[src/rtl/com_spi_pkg.sv]
`default_nettype none
// +--------------------------------------------------------------------------+
// | Module   : com_spi_pkg                                                   |
// | Purpose  : Shared types and constants for the COM SPI transaction        |
// |            scheduler: FSM state encoding, default word/length widths,    |
// |            channel index constants and a channel one-hot helper.         |
// | Revision : 1.0 - initial release                                         |
// +--------------------------------------------------------------------------+
package com_spi_pkg;

    localparam int DEF_WORD_W = 16;
    localparam int DEF_LEN_W  = 4;

    // Requester channel indices
    localparam int CH_HOST = 0;
    localparam int CH_AUTO = 1;

    typedef enum logic [1:0] {
        ST_IDLE = 2'd0,
        ST_LOAD = 2'd1,
        ST_XFER = 2'd2,
        ST_GAP  = 2'd3
    } sched_state_t;

    // One-hot per-channel strobe vector for a channel index
    function automatic logic [1:0] ch_onehot(input logic idx);
        return (idx == 1'(CH_AUTO)) ? 2'b10 : 2'b01;
    endfunction

endpackage
`default_nettype wire

[src/rtl/com_spi_sched_if.sv]
`default_nettype none
// +--------------------------------------------------------------------------+
// | Module   : com_spi_sched_if                                              |
// | Purpose  : Bundles the requester-side and engine-side signals of the     |
// |            COM SPI scheduler.                                            |
// |   Requester side: ch_req, ch_len, ch_ack, ch_tx, ch_tx_valid,            |
// |                   ch_tx_ready, rx_data, rx_valid, ch_done, ch_err        |
// |   Engine side   : eng_tx, eng_go, eng_hold, eng_done, eng_rx             |
// |   Modports      : slave  - the scheduler                                 |
// |                   master - the requesters plus SPI engine around it      |
// | Revision : 1.0 - initial release                                         |
// +--------------------------------------------------------------------------+
interface com_spi_sched_if #(
    parameter int WORD_W = 16,
    parameter int LEN_W  = 4
) ();

    logic [1:0]          ch_req;
    logic [2*LEN_W-1:0]  ch_len;
    logic [1:0]          ch_ack;
    logic [2*WORD_W-1:0] ch_tx;
    logic [1:0]          ch_tx_valid;
    logic [1:0]          ch_tx_ready;
    logic [WORD_W-1:0]   rx_data;
    logic [1:0]          rx_valid;
    logic [1:0]          ch_done;
    logic [1:0]          ch_err;
    logic [WORD_W-1:0]   eng_tx;
    logic                eng_go;
    logic                eng_hold;
    logic                eng_done;
    logic [WORD_W-1:0]   eng_rx;

    modport slave (
        input  ch_req, ch_len, ch_tx, ch_tx_valid, eng_done, eng_rx,
        output ch_ack, ch_tx_ready, rx_data, rx_valid, ch_done, ch_err,
               eng_tx, eng_go, eng_hold
    );

    modport master (
        output ch_req, ch_len, ch_tx, ch_tx_valid, eng_done, eng_rx,
        input  ch_ack, ch_tx_ready, rx_data, rx_valid, ch_done, ch_err,
               eng_tx, eng_go, eng_hold
    );

endinterface
`default_nettype wire

[src/rtl/com_spi_rr_arb.sv]
`default_nettype none
// +--------------------------------------------------------------------------+
// | Module   : com_spi_rr_arb                                                |
// | Purpose  : Two-way round-robin arbiter. On a tie the channel other than  |
// |            the last grant wins; the last-grant register resets to 1 so   |
// |            channel 0 wins the first tie after reset.                     |
// |   clk, rst_n : clock, synchronous active-low reset                       |
// |   i_req      : per-channel request                                       |
// |   i_update   : commit o_gnt as the new last grant                        |
// |   o_gnt      : granted channel index (valid when o_any)                  |
// |   o_any      : at least one request pending                              |
// | Revision : 1.0 - initial release                                         |
// +--------------------------------------------------------------------------+
module com_spi_rr_arb (
    input  wire        clk,
    input  wire        rst_n,
    input  wire  [1:0] i_req,
    input  wire        i_update,
    output logic       o_gnt,
    output logic       o_any
);

    logic r_last;

    always_comb begin
        o_any = |i_req;
        if (i_req == 2'b11) begin
            o_gnt = ~r_last;
        end else begin
            o_gnt = i_req[1];
        end
    end

    always_ff @(posedge clk) begin
        if (!rst_n) begin
            r_last <= 1'b1;
        end else if (i_update) begin
            r_last <= o_gnt;
        end
    end

endmodule
`default_nettype wire

[src/rtl/com_spi_sched.sv]
`default_nettype none
// +--------------------------------------------------------------------------+
// | Module   : com_spi_sched                                                 |
// | Purpose  : Shares one COM SPI engine between the host CSR channel (0)    |
// |            and the autoread channel (1). Grants bursts round-robin,      |
// |            streams TX words through an eng_go/eng_done handshake, holds  |
// |            chip-select across a burst, enforces a CS-high gap between    |
// |            bursts and aborts a stuck word with a watchdog.               |
// |   clk, rst_n : clock, synchronous active-low reset                       |
// |   bus        : com_spi_sched_if.slave (requester and engine signals)     |
// | Revision : 1.0 - initial release                                         |
// +--------------------------------------------------------------------------+
module com_spi_sched
    import com_spi_pkg::*;
#(
    parameter int WORD_W     = DEF_WORD_W,
    parameter int LEN_W      = DEF_LEN_W,
    parameter int GAP_CYCLES = 4,
    parameter int TIMEOUT    = 1024
) (
    input  wire             clk,
    input  wire             rst_n,
    com_spi_sched_if.slave  bus
);

    localparam int WD_W  = $clog2(TIMEOUT + 1);
    localparam int GAP_W = $clog2(GAP_CYCLES + 1);

    sched_state_t r_state;
    sched_state_t w_state_nxt;

    logic              r_gnt;
    logic [LEN_W-1:0]  r_rem;
    logic [WD_W-1:0]   r_wd;
    logic [GAP_W-1:0]  r_gap;

    logic [1:0]        r_ack;
    logic [1:0]        r_rx_valid;
    logic [1:0]        r_done;
    logic [1:0]        r_err;
    logic              r_go;
    logic              r_hold;
    logic [WORD_W-1:0] r_rx_data;
    logic [WORD_W-1:0] r_eng_tx;

    logic              w_arb_gnt;
    logic              w_arb_any;
    logic [LEN_W-1:0]  w_req_len;
    logic [WORD_W-1:0] w_tx_word;
    logic              w_tx_valid;
    logic              w_timeout;

    logic              w_grant;
    logic              w_zero_len;
    logic              w_tx_hs;
    logic              w_word_done;
    logic              w_last_word;
    logic              w_abort;

    com_spi_rr_arb u_arb (
        .clk      (clk),
        .rst_n    (rst_n),
        .i_req    (bus.ch_req),
        .i_update (w_grant),
        .o_gnt    (w_arb_gnt),
        .o_any    (w_arb_any)
    );

    // Length of the channel the arbiter is offering; TX word of the
    // channel currently holding the burst.
    assign w_req_len  = (w_arb_gnt == 1'(CH_AUTO)) ? bus.ch_len[2*LEN_W-1:LEN_W]
                                                  : bus.ch_len[LEN_W-1:0];
    assign w_tx_word  = (r_gnt == 1'(CH_AUTO)) ? bus.ch_tx[2*WORD_W-1:WORD_W]
                                              : bus.ch_tx[WORD_W-1:0];
    assign w_tx_valid = bus.ch_tx_valid[r_gnt];
    assign w_timeout  = (r_wd == WD_W'(TIMEOUT - 1));

    // ------------------------------------------------------------------
    // FSM: state register
    // ------------------------------------------------------------------
    always_ff @(posedge clk) begin
        if (!rst_n) begin
            r_state <= ST_IDLE;
        end else begin
            r_state <= w_state_nxt;
        end
    end

    // ------------------------------------------------------------------
    // FSM: next state and per-cycle decisions
    // ------------------------------------------------------------------
    always_comb begin
        w_state_nxt = r_state;
        w_grant     = 1'b0;
        w_zero_len  = 1'b0;
        w_tx_hs     = 1'b0;
        w_word_done = 1'b0;
        w_last_word = 1'b0;
        w_abort     = 1'b0;
        case (r_state)
            ST_IDLE: begin
                if (w_arb_any) begin
                    w_grant = 1'b1;
                    // An empty burst completes immediately without
                    // touching the engine or consuming a gap.
                    if (w_req_len == '0) begin
                        w_zero_len = 1'b1;
                    end else begin
                        w_state_nxt = ST_LOAD;
                    end
                end
            end
            ST_LOAD: begin
                if (w_tx_valid) begin
                    w_tx_hs     = 1'b1;
                    w_state_nxt = ST_XFER;
                end
            end
            ST_XFER: begin
                // A completion landing on the timeout cycle still counts.
                if (bus.eng_done) begin
                    w_word_done = 1'b1;
                    if (r_rem == LEN_W'(1)) begin
                        w_last_word = 1'b1;
                        w_state_nxt = ST_GAP;
                    end else begin
                        w_state_nxt = ST_LOAD;
                    end
                end else if (w_timeout) begin
                    w_abort     = 1'b1;
                    w_state_nxt = ST_GAP;
                end
            end
            ST_GAP: begin
                if (r_gap == GAP_W'(GAP_CYCLES - 1)) begin
                    w_state_nxt = ST_IDLE;
                end
            end
            default: begin
                w_state_nxt = ST_IDLE;
            end
        endcase
    end

    // ------------------------------------------------------------------
    // Datapath, counters and registered strobes
    // ------------------------------------------------------------------
    always_ff @(posedge clk) begin
        if (!rst_n) begin
            r_gnt      <= 1'b0;
            r_rem      <= '0;
            r_wd       <= '0;
            r_gap      <= '0;
            r_ack      <= 2'b00;
            r_rx_valid <= 2'b00;
            r_done     <= 2'b00;
            r_err      <= 2'b00;
            r_go       <= 1'b0;
            r_hold     <= 1'b0;
            r_rx_data  <= '0;
            r_eng_tx   <= '0;
        end else begin
            r_ack      <= 2'b00;
            r_rx_valid <= 2'b00;
            r_done     <= 2'b00;
            r_err      <= 2'b00;
            r_go       <= 1'b0;

            if (w_grant) begin
                r_gnt <= w_arb_gnt;
                r_rem <= w_req_len;
                r_ack <= ch_onehot(w_arb_gnt);
                if (w_zero_len) begin
                    r_done <= ch_onehot(w_arb_gnt);
                end else begin
                    r_hold <= 1'b1;
                end
            end

            // Watchdog restarts with the go pulse; its value is 0 in the
            // eng_go cycle and only matters while in XFER.
            if (w_tx_hs) begin
                r_eng_tx <= w_tx_word;
                r_go     <= 1'b1;
                r_wd     <= '0;
            end else if (r_state == ST_XFER) begin
                r_wd <= r_wd + WD_W'(1);
            end

            if (w_word_done) begin
                r_rx_data  <= bus.eng_rx;
                r_rx_valid <= ch_onehot(r_gnt);
                r_rem      <= r_rem - LEN_W'(1);
                if (w_last_word) begin
                    r_done <= ch_onehot(r_gnt);
                    r_hold <= 1'b0;
                end
            end

            if (w_abort) begin
                r_done <= ch_onehot(r_gnt);
                r_err  <= ch_onehot(r_gnt);
                r_hold <= 1'b0;
            end

            if (r_state == ST_GAP) begin
                r_gap <= r_gap + GAP_W'(1);
            end else begin
                r_gap <= '0;
            end
        end
    end

    assign bus.ch_ack      = r_ack;
    assign bus.ch_tx_ready = (r_state == ST_LOAD) ? ch_onehot(r_gnt) : 2'b00;
    assign bus.rx_data     = r_rx_data;
    assign bus.rx_valid    = r_rx_valid;
    assign bus.ch_done     = r_done;
    assign bus.ch_err      = r_err;
    assign bus.eng_tx      = r_eng_tx;
    assign bus.eng_go      = r_go;
    assign bus.eng_hold    = r_hold;

endmodule
`default_nettype wire

[src/flat_wrapper.sv]
// flat-port wrapper written by rule: the top's interface ports become plain ports
module com_spi_sched_flat import com_spi_pkg::*;
#(
    parameter int WORD_W     = DEF_WORD_W,
    parameter int LEN_W      = DEF_LEN_W,
    parameter int GAP_CYCLES = 4,
    parameter int TIMEOUT    = 1024
)
  (clk, rst_n, bus_ch_req, bus_ch_len, bus_ch_tx, bus_ch_tx_valid, bus_eng_done, bus_eng_rx, bus_ch_ack, bus_ch_tx_ready, bus_rx_data, bus_rx_valid, bus_ch_done, bus_ch_err, bus_eng_tx, bus_eng_go, bus_eng_hold);
  com_spi_sched_if #(.WORD_W(WORD_W), .LEN_W(LEN_W)) bus_i ();
  input  wire clk;
  input  wire rst_n;
  input wire logic [$bits(bus_i.ch_req)-1:0] bus_ch_req;
  input wire logic [$bits(bus_i.ch_len)-1:0] bus_ch_len;
  input wire logic [$bits(bus_i.ch_tx)-1:0] bus_ch_tx;
  input wire logic [$bits(bus_i.ch_tx_valid)-1:0] bus_ch_tx_valid;
  input wire logic [$bits(bus_i.eng_done)-1:0] bus_eng_done;
  input wire logic [$bits(bus_i.eng_rx)-1:0] bus_eng_rx;
  output wire logic [$bits(bus_i.ch_ack)-1:0] bus_ch_ack;
  output wire logic [$bits(bus_i.ch_tx_ready)-1:0] bus_ch_tx_ready;
  output wire logic [$bits(bus_i.rx_data)-1:0] bus_rx_data;
  output wire logic [$bits(bus_i.rx_valid)-1:0] bus_rx_valid;
  output wire logic [$bits(bus_i.ch_done)-1:0] bus_ch_done;
  output wire logic [$bits(bus_i.ch_err)-1:0] bus_ch_err;
  output wire logic [$bits(bus_i.eng_tx)-1:0] bus_eng_tx;
  output wire logic [$bits(bus_i.eng_go)-1:0] bus_eng_go;
  output wire logic [$bits(bus_i.eng_hold)-1:0] bus_eng_hold;
  assign bus_i.ch_req = bus_ch_req;
  assign bus_i.ch_len = bus_ch_len;
  assign bus_i.ch_tx = bus_ch_tx;
  assign bus_i.ch_tx_valid = bus_ch_tx_valid;
  assign bus_i.eng_done = bus_eng_done;
  assign bus_i.eng_rx = bus_eng_rx;
  assign bus_ch_ack = bus_i.ch_ack;
  assign bus_ch_tx_ready = bus_i.ch_tx_ready;
  assign bus_rx_data = bus_i.rx_data;
  assign bus_rx_valid = bus_i.rx_valid;
  assign bus_ch_done = bus_i.ch_done;
  assign bus_ch_err = bus_i.ch_err;
  assign bus_eng_tx = bus_i.eng_tx;
  assign bus_eng_go = bus_i.eng_go;
  assign bus_eng_hold = bus_i.eng_hold;
  com_spi_sched #(.WORD_W(WORD_W), .LEN_W(LEN_W), .GAP_CYCLES(GAP_CYCLES), .TIMEOUT(TIMEOUT)) u_core (.clk(clk), .rst_n(rst_n), .bus(bus_i));
endmodule
[config.mk]
export PLATFORM = sky130hd
export DESIGN_NAME = com_spi_sched_flat
export DESIGN_NICKNAME = d
export VERILOG_FILES = /design/src/rtl/com_spi_pkg.sv /design/src/rtl/com_spi_sched_if.sv /design/src/rtl/com_spi_rr_arb.sv /design/src/rtl/com_spi_sched.sv /design/src/flat_wrapper.sv
export SDC_FILE = /design/constraint.sdc
export NUM_CORES = 1
export LEC_CHECK = 0
export ABC_AREA = 1
export BUFFER_PORTS_ARGS = -buffer_cell sky130_fd_sc_hd__buf_2
export CORE_UTILIZATION = 45
export CTS_BUF_LIST = sky130_fd_sc_hd__clkbuf_8
export DETAILED_ROUTE_END_ITERATION = 10
export PLACE_DENSITY = 0.7
export REMOVE_ABC_BUFFERS = 1
export SYNTH_ARGS = -nofsm -noshare
export SYNTH_HDL_FRONTEND = slang
export SYNTH_HIERARCHICAL = 1
export SYNTH_SLANG_ARGS = --single-unit
export TNS_END_PERCENT = 1
[constraint.sdc]
create_clock -name clk -period 3.72 [get_ports clk]
set_input_delay 0.186 -clock clk [delete_from_list [all_inputs] [get_ports clk]]
set_output_delay 0.186 -clock clk [all_outputs]
set_load 0.005 [all_outputs]
==> results of run 1 <==
worst min-delay path, cell delays in order:
cell,delay (ns)
sky130_fd_sc_hd__buf_2,0.07
sky130_fd_sc_hd__nor2_1,0.03
sky130_fd_sc_hd__nor2_1,0.08
power by group through the flow:
stage,clock network (mW),logic (mW),registers (mW)
after floorplan,0,0.336,0.886
after global placement,0,0.538,0.869
after detailed placement,0,0.546,0.873
after CTS,0.674,0.548,0.859
after global routing,0.701,0.620,0.875
final,0.657,0.547,0.859
cell type report:
class | instances | area [um^2]
fill | 566 | 2385
multi-input combinational | 248 | 1310
sequential | 64 | 1281
timing repair buffer | 107 | 538.0
clock buffer | 11 | 151.4
inverter | 34 | 127.6
tap | 75 | 93.84
clock inverter | 4 | 68.82
Yosys cell counts, drive strengths merged, types with 3 or more instances:
cell type,count
nor3,7
o21ai,41
or2,3
mux2i,16
nand3b,3
nand4,3
nand3,12
nor2,58
buf,8
ha,5
clkbuf,3
nand2,73
dfxtp,64
inv,34
a21oi,16
stage by stage:
stage	cell area, um^2	cells	worst slack, ns
finish	3571	543	2.050
global route	3571	543	1.890
CTS	3571	543	2.081
detailed placement	3351	528	2.076
global placement	3351	528	2.145
floorplan	2719	346	1.881
logic make-up (layout without fill, tap and decap cells):
group | count (synthesis) | count (layout)
AND/OR/NAND/NOR | 162 | 162
flip-flops | 64 | 64
AO/OA/AOI/OAI | 62 | 62
buffers and inverters | 45 | 156
multiplexers | 16 | 16
adder cells (fa/ha/maj) | 5 | 5
XOR/XNOR | 3 | 3
registers in the layout, indices dropped and copies added, names as in the netlist:
signal / count
u_core/bus.ch_ack: 2
u_core/bus.ch_done: 2
u_core/bus.ch_err: 2
u_core/bus.eng_go: 1
u_core/bus.eng_hold: 1
u_core/bus.eng_tx: 16
u_core/bus.rx_data: 16
u_core/bus.rx_valid: 2
u_core/r_gap: 3
u_core/r_gnt: 1
u_core/r_rem: 4
u_core/r_state: 2
u_core/r_wd: 11
u_core/u_arb/r_last: 1
layout by cell type, fill, tap and decap left out, drive strengths merged:
| cell | n |
|---|---|
| nand4 | 3 |
| or2 | 3 |
| bufinv | 2 |
| nand2 | 73 |
| mux2i | 16 |
| xor2 | 1 |
| a21oi | 16 |
| and3 | 2 |
| clkinv | 1 |
| o21ai | 41 |
| nor2 | 58 |
| ha | 5 |
| inv | 35 |
| nor3 | 7 |
| o2111ai | 1 |
| nand3b | 3 |
| a21boi | 1 |
| dfxtp | 64 |
| nand3 | 12 |
| buf | 107 |
| a22oi | 1 |
| clkbuf | 11 |
| xnor2 | 2 |
| nor3b | 1 |
| o221ai | 2 |
routing by layer:
layer / routed length [um] / share of wire, %
met1: 2903 / 46
met2: 3025 / 48
met3: 294 / 4.6
met4: 130 / 2.0
met5: 0 / 0
worst min path at each step:
stage / to / slack (ns) / cells after the start
4_1_cts: u_core/bus.rx_data[14] / 0.06 / 3
6_report: u_core/bus.rx_data[14] / 0.08 / 3
3_5_place_dp: u_core/bus.rx_data[14] / 0.41 / 3
5_1_grt: u_core/bus.rx_data[7] / 0.07 / 3
2_1_floorplan: u_core/r_rem[1] / 0.28 / 2
3_3_place_gp: u_core/r_gap[0] / 0.41 / 1
==> results by stage, run 1 <==
Run status:
- The run finished with clean final reports.

Critical path:
- The kind of start point of the critical path is a register.
- By startpoint and endpoint, the worst setup path is classified as reg2reg.
- The cell with the most instances on the worst path is sky130_fd_sc_hd__nand2_1.
- The capture instance of the worst register-to-register path is u_core/r_state[1].
- The required time at the worst-slack endpoint is 3.93 ns.
- The critical path's top delay family is simple AND/OR/NAND/NOR gates.
- Traced cell by cell, the critical path runs through a21boi_1 -> inv_1 -> nand2_1 -> nand2_1 -> nor2_1 -> nand2_1 -> nand2_1 -> nand2_1 -> nand3_1 -> a21oi_1.
- The origin of the worst setup path is u_core/u_arb/r_last.
- The worst register-to-register path begins at u_core/u_arb/r_last.
- The depth of the worst register-to-register path is 10.
- Together, buffers and inverters on the worst path number 1.
- Following the worst setup path forward leads to its endpoint at u_core/r_state[1].
- For this run, the slowest stage of the critical path takes 0.38 ns.
- The critical path runs through a total of 10 cells.
- Of all nets on the critical path, the largest fanout is 7.
- For the worst setup path, the data arrival time is 1.88 ns.
- The reg2reg setup slack is 2.05 ns.
- The type of element capturing the critical path is a register.
- The largest individual stage delay along the critical path comes from the cell sky130_fd_sc_hd__a21boi_1.

Global route:
- Entering global routing, the biggest net connects 28 pins.
- The most crowded layer after global routing is met2.
- The initial antenna violation count is 0.
- The first global-routing pass estimated around 10,000 um of wire.
- The total routing resource utilization after global routing is 20.40%.
- The number of global-route vias before repair came to about 2,300.
- Global routing consumed, on the met3 layer, approximately 4.4% of the routing resources.
- Global routing consumed, on the met1 layer, between 20 and 30% of the routing resources.
- After global routing the overflow that remains totals 0.
- The met2 track demand over resource is between 30 and 40%.

Synth:
- The post-synthesis register bit count is 64.
- The fraction of registers with async set/reset is 0%.
- The most area-hungry cell type in the Yosys netlist is sky130_fd_sc_hd__dfxtp_1.
- The count of flip-flops with a built-in enable after synthesis is 0.
- In the post-synthesis netlist, the biggest area contributors are sky130_fd_sc_hd__dfxtp_1 (46%), sky130_fd_sc_hd__nand2_1 (9.4%), sky130_fd_sc_hd__nor2_1 (7.1%).
- The cell count after synthesis came out at approximately 360.
- Multiplexer cells account for 5.742% of the synthesized area.
- The synthesized netlist occupies a cell area of around 2800 um^2.
- The share of synthesized area in the top cell type comes to a little under half.
- The simple-gate share of the synthesized area is a little over a quarter.
- The number of unique standard cell types used by synthesis is 35.
- After synthesis, the largest family of logic cells by area is simple AND/OR/NAND/NOR gates.
- The top flip-flop cell by instance count after synthesis is sky130_fd_sc_hd__dfxtp_1.
- The adder-cell area share of the yosys netlist is around 2.2%.
- The area share of xor/xnor cells in the synthesized design is 0.9421%.
- The synthesized netlist devotes between 10% and 20% of its cell area to compound gates.
- Of the synthesized area, sequential elements account for a little under half.
- Yosys printed 6 warnings.
- A synthesized cell averages between 7 and 8 um^2.

Clock network:
- Buffers inserted during clock tree synthesis total 9.
- Hold repair after CTS inserted 0 buffers.
- The post-CTS setup-driven buffer insertion count is 0.
- The later pin in the worst-skew pair is clocked with a latency of between 0.3 and 0.4 ns.
- The tree built by TritonCTS fans out to 64 sinks.
- The number of resized instances in the post-cts repair step is 0.
- The clock passes through at most 2 buffers.
- CTS placed an instance of sky130_fd_sc_hd__clkbuf_8 at the clock tree root.
- TritonCTS built the clock tree.
- After clock tree synthesis, the clock-pin slew on the worst setup and hold paths is roughly 0.070 ns.
- The total number of H-tree levels is 3.

Drt:
- In the final routed layout, each cell accounts on average for roughly 12 um.
- For this run, design rule violations remaining after detail routing come to 0.
- The routed design has about 6400 um of wire.
- The DRC marker count from the first detailed-route iteration is 220.
- For this run, the detailed router's first-pass iteration total came to 5.
- The remaining antenna violation count after routing is 0.
- Summing over every cut layer, the via total after detailed routing is about 2,600.
- In the routed layout, each cell is associated on average with a via count of just under 5.

Power and ir drop:
- The total power draw is ~2.1 mW.
- For this design the static power due to leakage is 1.769 nW.
- The switching share of total power is approximately a third.
- The part of the power in combinational logic is a little over a quarter.
- Dividing total power by cell area gives a power density of 577.5 nW/um^2.
- The total net switching power is about 650 uW.
- IR analysis of the VDD net gives a maximum drop of approximately 380 uV.
- The sequential power share is 41.6%.
- Per report_power, the clock group accounts for 31.8% of the total.
- Internal power comes to about 1.4 mW.

Cells and area:
- The fraction of layout instances using a drive strength above 1 is between 20% and 30%.
- The area growth from synthesis to layout is 28.04%.
- Cells fill between 50% and 60% of the core in the end.
- 0 antenna diodes ended up in the layout.
- The net count of the finished layout is between 500 and 600.

STA:
- For this run, the top clock speed supported by timing is about 600 MHz.
- The pin slew with the least headroom to its limit is ~0.47 ns.
- Across the routed clock network, the largest skew measured is 0.005759 ns.
- The final period demand of the worst path is between 1.5 and 2 ns.
- On the final layout, the worst hold slack is between 0.07 and 0.08 ns.
- The number of pins with negative max-slew slack in the final report is 0.
- After layout, the worst path uses between 40% and 50% of the clock period.
- The worst slew margin relative to its limit is 68.82%.
- Setup repair after global routing left no endpoint under its margin.
- The hold violation count in the final report is 0.
- After routing, the total negative slack on setup checks comes to 0 ns.
- The number of failing setup endpoints in the final timing report is 0.

Die:
- The starting density of the core is between 40% and 50%.
- The number of standard-cell rows in the floorplan is 28.
- For this design the top-level I/O count stands at roughly 110.
- The horizontal die dimension is 80.73 um.
- The core region is 5956 um^2.
- The total die area is between 6000 and 7000 um^2.
- The y dimension of the die is 80.73 um.

Placed design:
- The count of port buffers added during placement is around 110.
- The final RePlAce weighted congestion is between 0.8 and 0.9.
- The detailed-placement wirelength estimate is between 4000 and 5000 um.

Run:
- Across the run, the number of max-cap violations was 0.

Min path:
- The path class of the tightest hold or removal check is in2reg.
- The source of the worst hold timing path is bus_eng_rx[14].
(Power assumes the default switching activity.)
==> inputs of run 2 (changes only) <==
Settings changed: ABC_AREA 1 to 0, PLACE_DENSITY 0.7 to 0.73.
Clock period 3.72 ns to 1.49 ns, I/O delays scaled along.
==> run 2 against run 1 <==
Net effect:
- non-clock buffer count increased by 30
- combinational power is 15% higher
- sequential cell count unchanged
- global-route usage grew 0.32 points
- fmax up 18%
- sequential share of layout area down 2.4 points
- via count shrank 3.5%
- setup slack worse by 2.0 ns
- count of clock-buffer cells in the layout did not move
- clock skew is 0.0036 ns higher
- critical path depth fell by 6
- critical path type unchanged
- largest power group unchanged
==> results by stage, run 2 <==
Cells and area:
- The fraction of layout instances using a drive strength above 1 is 32.35% (+2.4 points).
- In the layout the commonest cells are sky130_fd_sc_hd__buf_2 (106), sky130_fd_sc_hd__dfxtp_1 (63), sky130_fd_sc_hd__nand2_1 (61).
- The number of inserted filler cells in the final layout was 500 (-12%).
- The area growth from synthesis to layout is 36.14%.
- The final design utilization is 63.89% (+3.9 points).
- The layout net count is 502 (-5.6%).
- The antenna diode count was 0 (unchanged).
- The most common cell after layout, fill and taps aside is sky130_fd_sc_hd__buf_2.

STA:
- The maximum operating frequency is 707.9 MHz (+18%).
- The pin slew with the least headroom to its limit was 0.4584 ns (-0.008255 ns).
- The number of pins with negative max-slew slack in the final report was 0 (unchanged).
- The share of the cycle needed by the critical path after routing is 94.80% (+50 points).
- The worst hold margin came to 0.05492 ns (-0.02147 ns).
- The number of failing setup endpoints in the final timing report was 0 (unchanged).
- The worst setup skew after layout is 0.009398 ns (+0.003639 ns).
- The worst slew margin relative to its limit came to 69.44% (+0.62 points).
- The hold violation count in the final report is 0 (unchanged).
- The final period demand of the worst path is 1.413 ns (-0.2575 ns).

Critical path:
- The required time at the worst-slack endpoint is 1.73 ns (-2.20 ns).
- The source of the worst register-to-register timing path is u_core/r_gnt.
- The type of element capturing the critical path is a register.
- The data arrival time of the critical path was 1.65 ns (-0.23 ns).
- The maximum fanout count along the critical path is 23 (+16).
- The worst setup path is launched from a register.
- The depth of the worst register-to-register path is 4 (-6).
- The most critical setup path has its startpoint at u_core/r_gnt.
- The class of the most critical setup path is reg2reg.

Global route:
- The initial antenna violation count came to 0 (unchanged).
- The number of global-route vias before repair is 2,445 (+4.2%).
- The sum of overflow across all layers after global routing is 0 (unchanged).
- The total routing resource utilization after global routing is 20.72% (+0.32 points).
- The pin count of the biggest net entering global routing is 27 (-3.6%).
- The wire length of the first global-routing pass is 10,280 um (+1.8%).

Clock network:
- The total number of H-tree levels came to 3 (unchanged).
- The maximum number of buffers from clock root to sink is 2 (unchanged).
- The clock-pin slew of the registers on the worst-case setup and hold paths is 0.07 ns (about the same).
- The insertion delay to the later sink of the worst-skew pair is 0.34 ns (about the same).
- The root buffer cell is sky130_fd_sc_hd__clkbuf_8.
- The total clock buffers created by CTS is 9 (unchanged).
- TritonCTS built the clock tree.
- The number of clock sinks was 64 (unchanged).

Die:
- The y dimension of the die is 81.04 um (+0.39%).
- The total die area is 6567 um^2 (+0.78%).
- The starting density of the core is 46.93% (+0.10 points).
- The number of standard-cell rows in the floorplan was 28 (unchanged).
- The horizontal die dimension was 81.04 um (+0.39%).
- The core area is 5991 um^2 (+0.59%).
- The number of placed I/O pins is 107 (unchanged).

Drt:
- The number of detailed-route iterations in the first pass was 4 (-1).
- The routed wire length is 6453 um (+1.6%).
- The DRC marker count from the first detailed-route iteration is 137 (-38%).
- The via density per instance is 4.944 (+2.0%).
- The number of vias after detailed routing came to 2,541 (-3.5%).
- The residual DRC count was 0 (unchanged).
- The remaining antenna violation count after routing is 0 (unchanged).
- The average wire per standard cell is 12.55 um (+7.3%).

Synth:
- The post-synthesis register bit count is 64 (unchanged).
- The post-synth design cell area is 2811 um^2 (+0.81%).
- The number of unique standard cell types used by synthesis is 45 (+29%).
- The number of cells produced by synthesis is 307 (-14%).
- The largest total area in the synthesized netlist belongs to sky130_fd_sc_hd__dfxtp_1.
- The most frequent cell after synthesis is sky130_fd_sc_hd__dfxtp_1.
- The Yosys warning count came to 6 (unchanged).
- The fraction of registers with async set/reset came to 0% (unchanged).
- Among all flip-flop cells after synthesis, the most frequent one is sky130_fd_sc_hd__dfxtp_1.
- In the post-synthesis netlist, the biggest area contributors are sky130_fd_sc_hd__dfxtp_1 (46%), sky130_fd_sc_hd__nand2_1 (8.1%), sky130_fd_sc_hd__mux2i_1 (7.5%).
- The fraction of the yosys area taken by sequential cells was 45.57% (-0.37 points).
- The synthesized area per cell is 9.158 um^2 (+17%).
- By count the netlist is led by sky130_fd_sc_hd__dfxtp_1 (64), sky130_fd_sc_hd__nand2_1 (61), sky130_fd_sc_hd__nor2_1 (23).
- The share of the synthesized area in the top cell type is 45.57% (-0.37 points).
- The count of flip-flops with a built-in enable after synthesis is 0 (unchanged).

Power and ir drop:
- The switching share of total power is 24.99% (-6.4 points).
- The highest ir drop seen on vdd is 626.5 uV (+66%).
- The areal power density over the cells is 1041 nW/um^2 (+80%).
- The total net switching power came to 995.5 uW (+54%).
- The sequential power share was 46.9% (+5.3 points).
- The share of power burned in the clock network is 37.3% (+5.5 points).
- The leakage power figure came to 1.869 nW (+5.6%).
- The part of the power in combinational logic is 15.8% (-11 points).
- The internal power consumption is 2.988 mW (+110%).

Min path:
- The source of the worst hold timing path is bus_ch_len[1].
- The hold-critical path depth is 3 (unchanged).
- The path class of the tightest hold or removal check is in2reg.

Run:
- The count of max-cap constraint violations is 0 (unchanged).

Placed design:
- The detailed-placement wirelength estimate is 4611 um (-1.4%).
- The count of port buffers added during placement is 106 (unchanged).
- The final RePlAce weighted congestion is 0.8061 (-3.6%).

Run status:
- The run finished with clean final reports.
-- run 2: changes by cell type after synthesis, moves of 9 or more --
cell	delta
sky130_fd_sc_hd__nand3_1	-9
sky130_fd_sc_hd__o21ai_1	-13
sky130_fd_sc_hd__a21oi_1	-12
sky130_fd_sc_hd__o211a_1	+16
sky130_fd_sc_hd__a21boi_0	+17
sky130_fd_sc_hd__o21ai_0	-26
sky130_fd_sc_hd__nand2_1	-9
sky130_fd_sc_hd__nor2_1	-30
sky130_fd_sc_hd__inv_1	-20
-- run 2: worst paths after layout --
kind	end	slack, ns
setup / recovery	u_core/bus.eng_tx[6]	0.08
hold / removal	u_core/bus.ch_done[0]	0.05
setup reg to reg	u_core/bus.eng_tx[6]	0.08
hold reg to reg	u_core/r_gap[0]	0.42
-- run 2: kinds of logic after synthesis --
| group | count (synthesis) | synth area share [%] |
|---|---|---|
| multiplexers | 22 | 8.010 |
| XOR/XNOR | 10 | 3.115 |
| buffers and inverters | 28 | 4.717 |
| AND/OR/NAND/NOR | 123 | 20.65 |
| flip-flops | 64 | 45.57 |
| adder cells (fa/ha/maj) | 5 | 2.225 |
| AO/OA/AOI/OAI | 55 | 15.71 |
-- run 2: what timing repair did --
| item | CTS | global route |
|---|---|---|
| hold endpoints to repair | 16 | 0 |
| gates resized for setup | 0 | 5 |
| setup buffers | 0 | 0 |
| endpoints found under the setup margin | 0 | 10 |
| hold buffers | 16 | 0 |
-- run 2: power by group through the flow --
stage | Sequential, mW | Combinational, mW | Clock [mW]
floorplan | 1.92 | 0.286 | 0
global placement | 1.90 | 0.579 | 0
detailed placement | 1.90 | 0.595 | 0
CTS | 1.86 | 0.630 | 1.51
global route | 1.88 | 0.698 | 1.60
finish | 1.87 | 0.629 | 1.49
-- run 2: worst max-delay path, cell delays in order (launching register included) --
cell and delay, ns:
sky130_fd_sc_hd__dfxtp_1 0.37, sky130_fd_sc_hd__mux2_4 0.31, sky130_fd_sc_hd__and3b_1 0.19, sky130_fd_sc_hd__buf_4 0.21, sky130_fd_sc_hd__o211a_1 0.22
-- run 2: layout make-up --
cell class / count / area, um^2 / share of cell area, %
timing repair buffer: 137 / 819.5 / 21.41
clock inverter: 5 / 47.55 / 1.242
inverter: 7 / 26.28 / 0.6865
multi-input combinational: 215 / 1406 / 36.74
sequential: 64 / 1282 / 33.51
tap: 75 / 93.84 / 2.452
clock buffer: 11 / 151.4 / 3.956
-- run 2: through the flow --
step / std cells / setup slack [ns] / TNS [ns] / total power [mW] / instance area [um^2]
global placement: 482 / 0.1204 / 0 / 2.479 / 3455
global route: 514 / -0.03723 / -0.03836 / 4.179 / 3827
finish: 514 / 0.07741 / 0 / 3.983 / 3827
floorplan: 286 / -0.8387 / -22.12 / 2.207 / 2705
CTS: 514 / 0.05064 / 0 / 4.005 / 3814
detailed placement: 482 / 0.08302 / 0 / 2.496 / 3455
-- run 2: per-layer routing --
layer,global-route usage (%),up-vias,share of wire [%]
met5,0,-,0
met4,9.643,0,1.3
met3,7.303,8,8.6
met2,35.63,92,45
met1,22.72,1132,45
li1,-,1309,-
